==> config.mk <==
export PLATFORM = sky130hd
export DESIGN_NAME = dlx_pipe_ctrl
export DESIGN_NICKNAME = d
export VERILOG_FILES = /design/src/rtl/dlx_global_pkg.sv /design/src/rtl/dlx_hazard_detect.sv /design/src/rtl/dlx_pipe_ctrl.sv
export SDC_FILE = /design/constraint.sdc
export NUM_CORES = 1
export LEC_CHECK = 0
export ABC_AREA = 0
export ABC_CLOCK_PERIOD_IN_PS = 6200
export CORE_ASPECT_RATIO = 1.5
export CORE_MARGIN = 3
export CORE_UTILIZATION = 35
export DETAILED_ROUTE_END_ITERATION = 12
export HOLD_SLACK_MARGIN = 0.06
export PLACE_DENSITY_LB_ADDON = 0.25
export SLEW_MARGIN = 20
export SYNTH_ARGS = -nofsm -noshare
export SYNTH_HDL_FRONTEND = slang
export SYNTH_HIERARCHICAL = 1
export SYNTH_SLANG_ARGS = --single-unit
==> constraint.sdc <==
create_clock -name i_clk -period 6.2 [get_ports i_clk]
set_input_delay 0.62 -clock i_clk [delete_from_list [all_inputs] [get_ports i_clk]]
set_output_delay 0.62 -clock i_clk [all_outputs]
set_load 0.01 [all_outputs]
==> src/rtl/dlx_global_pkg.sv <==
// Shared DLX pipeline types: opcode classes, register addresses, forwarding selects
// and the pipeline-controller state encoding.
package dlx_global_pkg;

   typedef enum logic [3:0] {
      NOP    = 4'd0,
      RR_ALU = 4'd1,
      IM_ALU = 4'd2,
      BRANCH = 4'd3,
      LOAD   = 4'd4,
      STORE  = 4'd5,
      JUMP   = 4'd6,
      TRAP   = 4'd7
   } opcode_class;

   typedef logic [4:0] reg_adr;

   typedef enum logic [1:0] {
      FWDSEL_REGFILE        = 2'd0,
      FWDSEL_EX_MEM_ALU_OUT = 2'd1
   } fwd_select;

   typedef enum logic [1:0] {
      RUN   = 2'd0,
      DRAIN = 2'd1,
      HALT  = 2'd2,
      ERR   = 2'd3
   } ctrl_state_e;

   function automatic logic uses_rs1(input opcode_class c);
      return c inside {RR_ALU, IM_ALU, BRANCH, LOAD, STORE};
   endfunction

   function automatic logic uses_rs2(input opcode_class c);
      return c inside {RR_ALU, STORE};
   endfunction

endpackage

==> src/rtl/dlx_hazard_detect.sv <==
// Combinational operand-use / destination-match logic for the ID stage:
// load-use hazard, branch-compare hazard and operand-A forwarding select.
module dlx_hazard_detect
   import dlx_global_pkg::*;
(
   input  opcode_class i_id_opcode_class,
   input  reg_adr      i_id_ir_rs1,
   input  reg_adr      i_id_ir_rs2,
   input  opcode_class i_id_ex_opcode_class,
   input  reg_adr      i_id_ex_reg_rd,
   input  logic        i_id_ex_reg_wen,
   input  opcode_class i_ex_mem_opcode_class,
   input  reg_adr      i_ex_mem_reg_rd,
   input  logic        i_ex_mem_reg_wen,
   output logic        o_load_use,
   output logic        o_br_hazard,
   output fwd_select   o_fwd_sel
);

   logic w_rs1_used;
   logic w_rs2_used;
   logic w_id_ex_hits_rs1;
   logic w_id_ex_hits_rs2;
   logic w_ex_mem_hits_rs1;

   assign w_rs1_used = uses_rs1(i_id_opcode_class);
   assign w_rs2_used = uses_rs2(i_id_opcode_class);

   // r0 is hard-wired to zero, so it can never carry a dependency
   assign w_id_ex_hits_rs1  = i_id_ex_reg_wen  && (i_id_ex_reg_rd  != '0) && (i_id_ex_reg_rd  == i_id_ir_rs1);
   assign w_id_ex_hits_rs2  = i_id_ex_reg_wen  && (i_id_ex_reg_rd  != '0) && (i_id_ex_reg_rd  == i_id_ir_rs2);
   assign w_ex_mem_hits_rs1 = i_ex_mem_reg_wen && (i_ex_mem_reg_rd != '0) && (i_ex_mem_reg_rd == i_id_ir_rs1);

   assign o_load_use = (i_id_ex_opcode_class == LOAD) &&
                       ((w_rs1_used && w_id_ex_hits_rs1) || (w_rs2_used && w_id_ex_hits_rs2));

   // The ID-stage compare only has an EX/MEM ALU bypass; anything in EX, or a load in MEM, must wait
   assign o_br_hazard = (i_id_opcode_class == BRANCH) &&
                        (w_id_ex_hits_rs1 || ((i_ex_mem_opcode_class == LOAD) && w_ex_mem_hits_rs1));

   assign o_fwd_sel = (w_rs1_used && w_ex_mem_hits_rs1 && (i_ex_mem_opcode_class != LOAD))
                      ? FWDSEL_EX_MEM_ALU_OUT : FWDSEL_REGFILE;

endmodule

==> src/rtl/dlx_pipe_ctrl.sv <==
// DLX 5-stage pipeline controller: hazard stalls, cache freeze, flush/PC enable,
// trap/illegal drain-and-stop sequencing, and saturating stall/freeze statistics.
module dlx_pipe_ctrl
   import dlx_global_pkg::*;
#(
   parameter int DRAIN_CYCLES = 3,
   parameter int CNT_W        = 32,
   parameter int DC_TIMEOUT   = 1024
)(
   input  logic             i_clk,
   input  logic             i_rst_n,
   input  opcode_class      i_id_opcode_class,
   input  reg_adr           i_id_ir_rs1,
   input  reg_adr           i_id_ir_rs2,
   input  logic             i_id_cond,
   input  logic             i_id_halt,
   input  logic             i_id_illegal_instr,
   input  opcode_class      i_id_ex_opcode_class,
   input  reg_adr           i_id_ex_reg_rd,
   input  logic             i_id_ex_reg_wen,
   input  opcode_class      i_ex_mem_opcode_class,
   input  reg_adr           i_ex_mem_reg_rd,
   input  logic             i_ex_mem_reg_wen,
   input  logic             i_dc_busy,
   output logic             o_stall,
   output logic             o_dc_wait,
   output logic             o_pc_en,
   output logic             o_if_flush,
   output fwd_select        o_id_a_fwd_sel,
   output logic             o_halted,
   output logic             o_error,
   output logic             o_dc_timeout,
   output logic [CNT_W-1:0] o_stall_cnt,
   output logic [CNT_W-1:0] o_freeze_cnt
);

   localparam int DRN_W = (DRAIN_CYCLES > 2) ? $clog2(DRAIN_CYCLES) : 1;
   localparam int RUN_W = (DC_TIMEOUT > 1) ? $clog2(DC_TIMEOUT + 1) : 1;
   localparam logic [CNT_W-1:0] CNT_MAX   = '1;
   localparam logic [RUN_W-1:0] RUN_LIMIT = RUN_W'(DC_TIMEOUT);
   localparam logic [DRN_W-1:0] DRN_LAST  = (DRAIN_CYCLES > 2) ? DRN_W'(DRAIN_CYCLES - 2) : '0;

   ctrl_state_e      r_state;
   logic [DRN_W-1:0] r_drain_cnt;
   logic             r_cause_ill;
   logic             r_halted;
   logic             r_error;
   logic             r_dc_timeout;
   logic [RUN_W-1:0] r_busy_run;
   logic [CNT_W-1:0] r_stall_cnt;
   logic [CNT_W-1:0] r_freeze_cnt;

   logic      w_load_use;
   logic      w_br_hazard;
   logic      w_hazard_stall;
   logic      w_accept;
   fwd_select w_fwd_sel;

   dlx_hazard_detect u_hazard (
      .i_id_opcode_class     (i_id_opcode_class),
      .i_id_ir_rs1           (i_id_ir_rs1),
      .i_id_ir_rs2           (i_id_ir_rs2),
      .i_id_ex_opcode_class  (i_id_ex_opcode_class),
      .i_id_ex_reg_rd        (i_id_ex_reg_rd),
      .i_id_ex_reg_wen       (i_id_ex_reg_wen),
      .i_ex_mem_opcode_class (i_ex_mem_opcode_class),
      .i_ex_mem_reg_rd       (i_ex_mem_reg_rd),
      .i_ex_mem_reg_wen      (i_ex_mem_reg_wen),
      .o_load_use            (w_load_use),
      .o_br_hazard           (w_br_hazard),
      .o_fwd_sel             (w_fwd_sel)
   );

   assign w_hazard_stall = (r_state == RUN) && !i_dc_busy && (w_load_use || w_br_hazard);
   // A trap/illegal is only taken once nothing ahead of it is stalling or frozen
   assign w_accept       = (r_state == RUN) && !i_dc_busy && !w_hazard_stall &&
                           (i_id_halt || i_id_illegal_instr);

   always_comb begin
      o_dc_wait  = i_dc_busy;
      o_stall    = 1'b0;
      o_pc_en    = 1'b0;
      o_if_flush = 1'b0;
      if (!i_dc_busy) begin
         if (r_state != RUN) begin
            o_stall    = 1'b1;
            o_if_flush = 1'b1;
         end else if (w_hazard_stall) begin
            o_stall = 1'b1;
         end else if (w_accept) begin
            o_if_flush = 1'b1;
         end else begin
            o_pc_en    = 1'b1;
            o_if_flush = i_id_cond;
         end
      end
   end

   assign o_id_a_fwd_sel = w_fwd_sel;

   always_ff @(posedge i_clk or negedge i_rst_n) begin
      if (!i_rst_n) begin
         r_state     <= RUN;
         r_drain_cnt <= '0;
         r_cause_ill <= 1'b0;
         r_halted    <= 1'b0;
         r_error     <= 1'b0;
      end else if (!i_dc_busy) begin
         case (r_state)
            RUN: begin
               if (w_accept) begin
                  r_state     <= DRAIN;
                  r_drain_cnt <= '0;
                  r_cause_ill <= i_id_illegal_instr;
               end
            end
            DRAIN: begin
               // The acceptance cycle is the first drain cycle, so stop one count early
               if (r_drain_cnt == DRN_LAST) begin
                  r_state  <= r_cause_ill ? ERR : HALT;
                  r_halted <= !r_cause_ill;
                  r_error  <= r_cause_ill;
               end else begin
                  r_drain_cnt <= r_drain_cnt + DRN_W'(1);
               end
            end
            default: r_state <= r_state;
         endcase
      end
   end

   always_ff @(posedge i_clk or negedge i_rst_n) begin
      if (!i_rst_n) begin
         r_stall_cnt  <= '0;
         r_freeze_cnt <= '0;
      end else begin
         if (w_hazard_stall && (r_stall_cnt != CNT_MAX)) begin
            r_stall_cnt <= r_stall_cnt + CNT_W'(1);
         end
         if (i_dc_busy && (r_freeze_cnt != CNT_MAX)) begin
            r_freeze_cnt <= r_freeze_cnt + CNT_W'(1);
         end
      end
   end

   // Run length saturates at the limit; with DC_TIMEOUT=0 it never leaves zero
   always_ff @(posedge i_clk or negedge i_rst_n) begin
      if (!i_rst_n) begin
         r_busy_run   <= '0;
         r_dc_timeout <= 1'b0;
      end else begin
         if (!i_dc_busy) begin
            r_busy_run <= '0;
         end else if (r_busy_run != RUN_LIMIT) begin
            r_busy_run <= r_busy_run + RUN_W'(1);
         end
         if ((DC_TIMEOUT != 0) && i_dc_busy && (r_busy_run == RUN_LIMIT - RUN_W'(1))) begin
            r_dc_timeout <= 1'b1;
         end
      end
   end

   assign o_halted     = r_halted;
   assign o_error      = r_error;
   assign o_dc_timeout = r_dc_timeout;
   assign o_stall_cnt  = r_stall_cnt;
   assign o_freeze_cnt = r_freeze_cnt;

endmodule

==> metrics.md <==
| Metric | Value |
|---|---|
| Status | finished clean |
| Resize count post-CTS | 0 |
| Max Root-Sink Buffers | 2 |
| Synthesized instance count | 445 |
| Hold buffers post-CTS | 0 |
| Worst slew pin tran | 0.678 ns |
| Leading area contributor after synthesis | dfrtp_1 |
| Drt first pass iters | 4 |
| Layout cells sized above 1 | 0.0723 |
| Clock root cell | clkbuf_16 |
| Final nets | 608 |
| Worst vdd ir | 0.145 mV |
| Leak | 2.50 nW |
| Vias in the first global route | 4006 |
| CTS tree | yes |
| CP Max Fanout | 5 |
| Area contributors post-synth | dfrtp_1 46%, xnor2_1 10%, xor2_1 5.3% |
| H-tree depth | 3 |
| Top cell type's share of synthesized area | 0.464 |
| Final WL | 11.7 mm |
| Overflow after GRT | 0 |
| Most numerous cell in the Yosys netlist | dfrtp_1 |
| EDFF count, synth | 0 |
| Yosys reg bits | 83 |
| Avg Inst Size Synth | 10.1 um^2 |
| Min Tclk post-route | 4.24 ns |
| Int Pwr | 1.07 mW |
| Critical Path AT | 3.62 ns |
| Async SR Flop Fraction | 1.00 |
| Unrepaired setup endpoints after global routing | false |
| Critical Path RT | 5.58 ns |
| I/O Pins | 113 |
| Psw | 380 uW |
| Routability Congestion | 0.922 |
| Final hold vios | 0 |
| CTS Buf Count | 9 |
| Syn_nets | 490 |
| Switching Share | 0.263 |
| Yosys cell types | 56 |
| Vias per cell | 5.35 |
| Routed len/inst | 16.1 um |
| Later-pin clock latency in the skew report | 0.34 ns |
| Sequential fraction of the synthesis area | 0.464 |
| DR vias | 3870 |
| Power share of the clock group | 0.396 |
| Util after Layout | 0.486 |
| Gate power share | 0.165 |
| Initial drt markers | 153 |
| Flop pwr share | 0.439 |
| Startpoint type of the worst setup path | primary input |
| Endpoint class of the critical path | output port |
| Postcts setup bufs | 0 |
| Max_slew headroom | 0.548 |
| Pwr dens | 238 nW/um^2 |
| CTS sink count | 83 |
| Post-route DRC violation count | 0 |
| Inserted Diodes | 0 |
| FMAX | 0.236 GHz |
| Synth Cell Area | 4480 um^2 |
| Die width | 98.4 um |
| Gr usage total | 0.169 |
| Largest net degree at the start of global routing | 55 |
| Syn-to-layout area delta | 35.7% |
| Worst Hold Slack | 0.197 ns |
| Top_reg_cell synth | dfrtp_1 |
| Clock Skew | 0.00836 ns |
| Final setup violating endpoints | 0 |
| Area of the die | 14200 um^2 |
| Final Max Tran Viols | 0 |
| Core ar. | 12500 um^2 |
| Dpl hpwl | 8.79 mm |
| # rows | 50 |
| I/O Buffers | 111 |
| Starting density of the core | 0.358 |
| Fin crit share | 0.684 |
| DIE HEIGHT | 145 um |
| Final Total Pwr | 1.45 mW |
| Clk slew on worst S/H paths | 0.06 ns |
| Max_cap viols | 0 |
| Post-route ant nets | 0 |
| Top post-synthesis cells by count | 83 x dfrtp_1, 51 x xnor2_1, 46 x nand3_1 |
| Setup tns final | 0 ns |
| Place WS | 1.99 ns |
| HP Class | in -> async |
| Setup WS post-layout | 1.96 ns |
| First-pass GRT wire length | 19.5 mm |
| Initial antenna violation count | 0 |
| Crit Path Class | in -> out |
| YS warnings | 6 |
## sequential cells by signal (all words and copies together), names as in the netlist
register      count
r_cause_ill       1
r_state           2
r_drain_cnt       2
o_freeze_cnt     32
o_error           1
o_dc_timeout      1
o_halted          1
r_busy_run       11
o_stall_cnt      32
## power groups by stage
stage	logic [mW]	registers, mW	clock network (mW)
final	0.238	0.636	0.572
after detailed placement	0.240	0.645	0
after global routing	0.264	0.643	0.610
after floorplan	0.105	0.646	0
after CTS	0.242	0.636	0.588
after global placement	0.233	0.644	0
## layer usage
metal / vias to the layer above / share of wire / track usage
met3: 24 / 0.069 / 0.0405
li1: 1834 / - / -
met4: 0 / 0.031 / 0.0899
met5: - / 0 / 0
met2: 144 / 0.50 / 0.293
met1: 1868 / 0.40 / 0.193
## kinds of logic after synthesis
family          synth area share
simple gates               0.274
flops                      0.464
xor+xnor                   0.152
compound gates            0.0645
buf+inv                   0.0142
mux                       0.0165
fa+ha+maj                 0.0140
other cells             0.000837
## through the flow
stage	instances	instance area, um^2
floorplan	445	4480
global placement	708	5770
detailed placement	708	5770
CTS	723	6080
global route	723	6080
finish	723	6080
## worst max-delay path, cell delays in order
cell	delay (ns)
clkdlybuf4s50_1	0.48
or4_1	0.57
o21ai_2	0.15
nor4_1	0.09
o2111a_1	0.27
nor3_1	0.42
o21a_1	0.21
o21ai_0	0.07
a21oi_1	0.18
clkdlybuf4s50_1	0.56
## layout by cell type, fill, tap and decap left out, types with 14 or more instances in the layout
cell and n:
xor2_1 27, nand2_1 26, xnor2_1 51, clkdlybuf4s50_1 110, nand4_1 23, nor3_1 16, nand3_1 46, dfrtp_1 83
and3_1 14, nor2_1 33
## final timing paths
path | from | end | slack (ns) | depth (start not counted)
min in group i_clk | o_dc_timeout | o_dc_timeout | 0.46 | 1
hold / removal | i_rst_n | o_freeze_cnt[10] | 0.20 | 1
setup reg to reg | o_stall_cnt[8] | o_stall_cnt[1] | 3.66 | 5
setup / recovery | i_id_ex_reg_rd[1] | o_if_flush | 1.96 | 10
hold reg to reg | o_dc_timeout | o_dc_timeout | 0.46 | 1
max in group asynchronous | i_rst_n | o_freeze_cnt[19] | 4.97 | 2
## cell type report
class,instances,area (um^2)
inverter,8,30.0
clock buffer,9,225
sequential,83,2080
multi-input combinational,348,2340
clock inverter,6,90.1
tap,156,195
fill,1181,6430
timing repair buffer,113,1120
(Power assumes the default switching activity.)
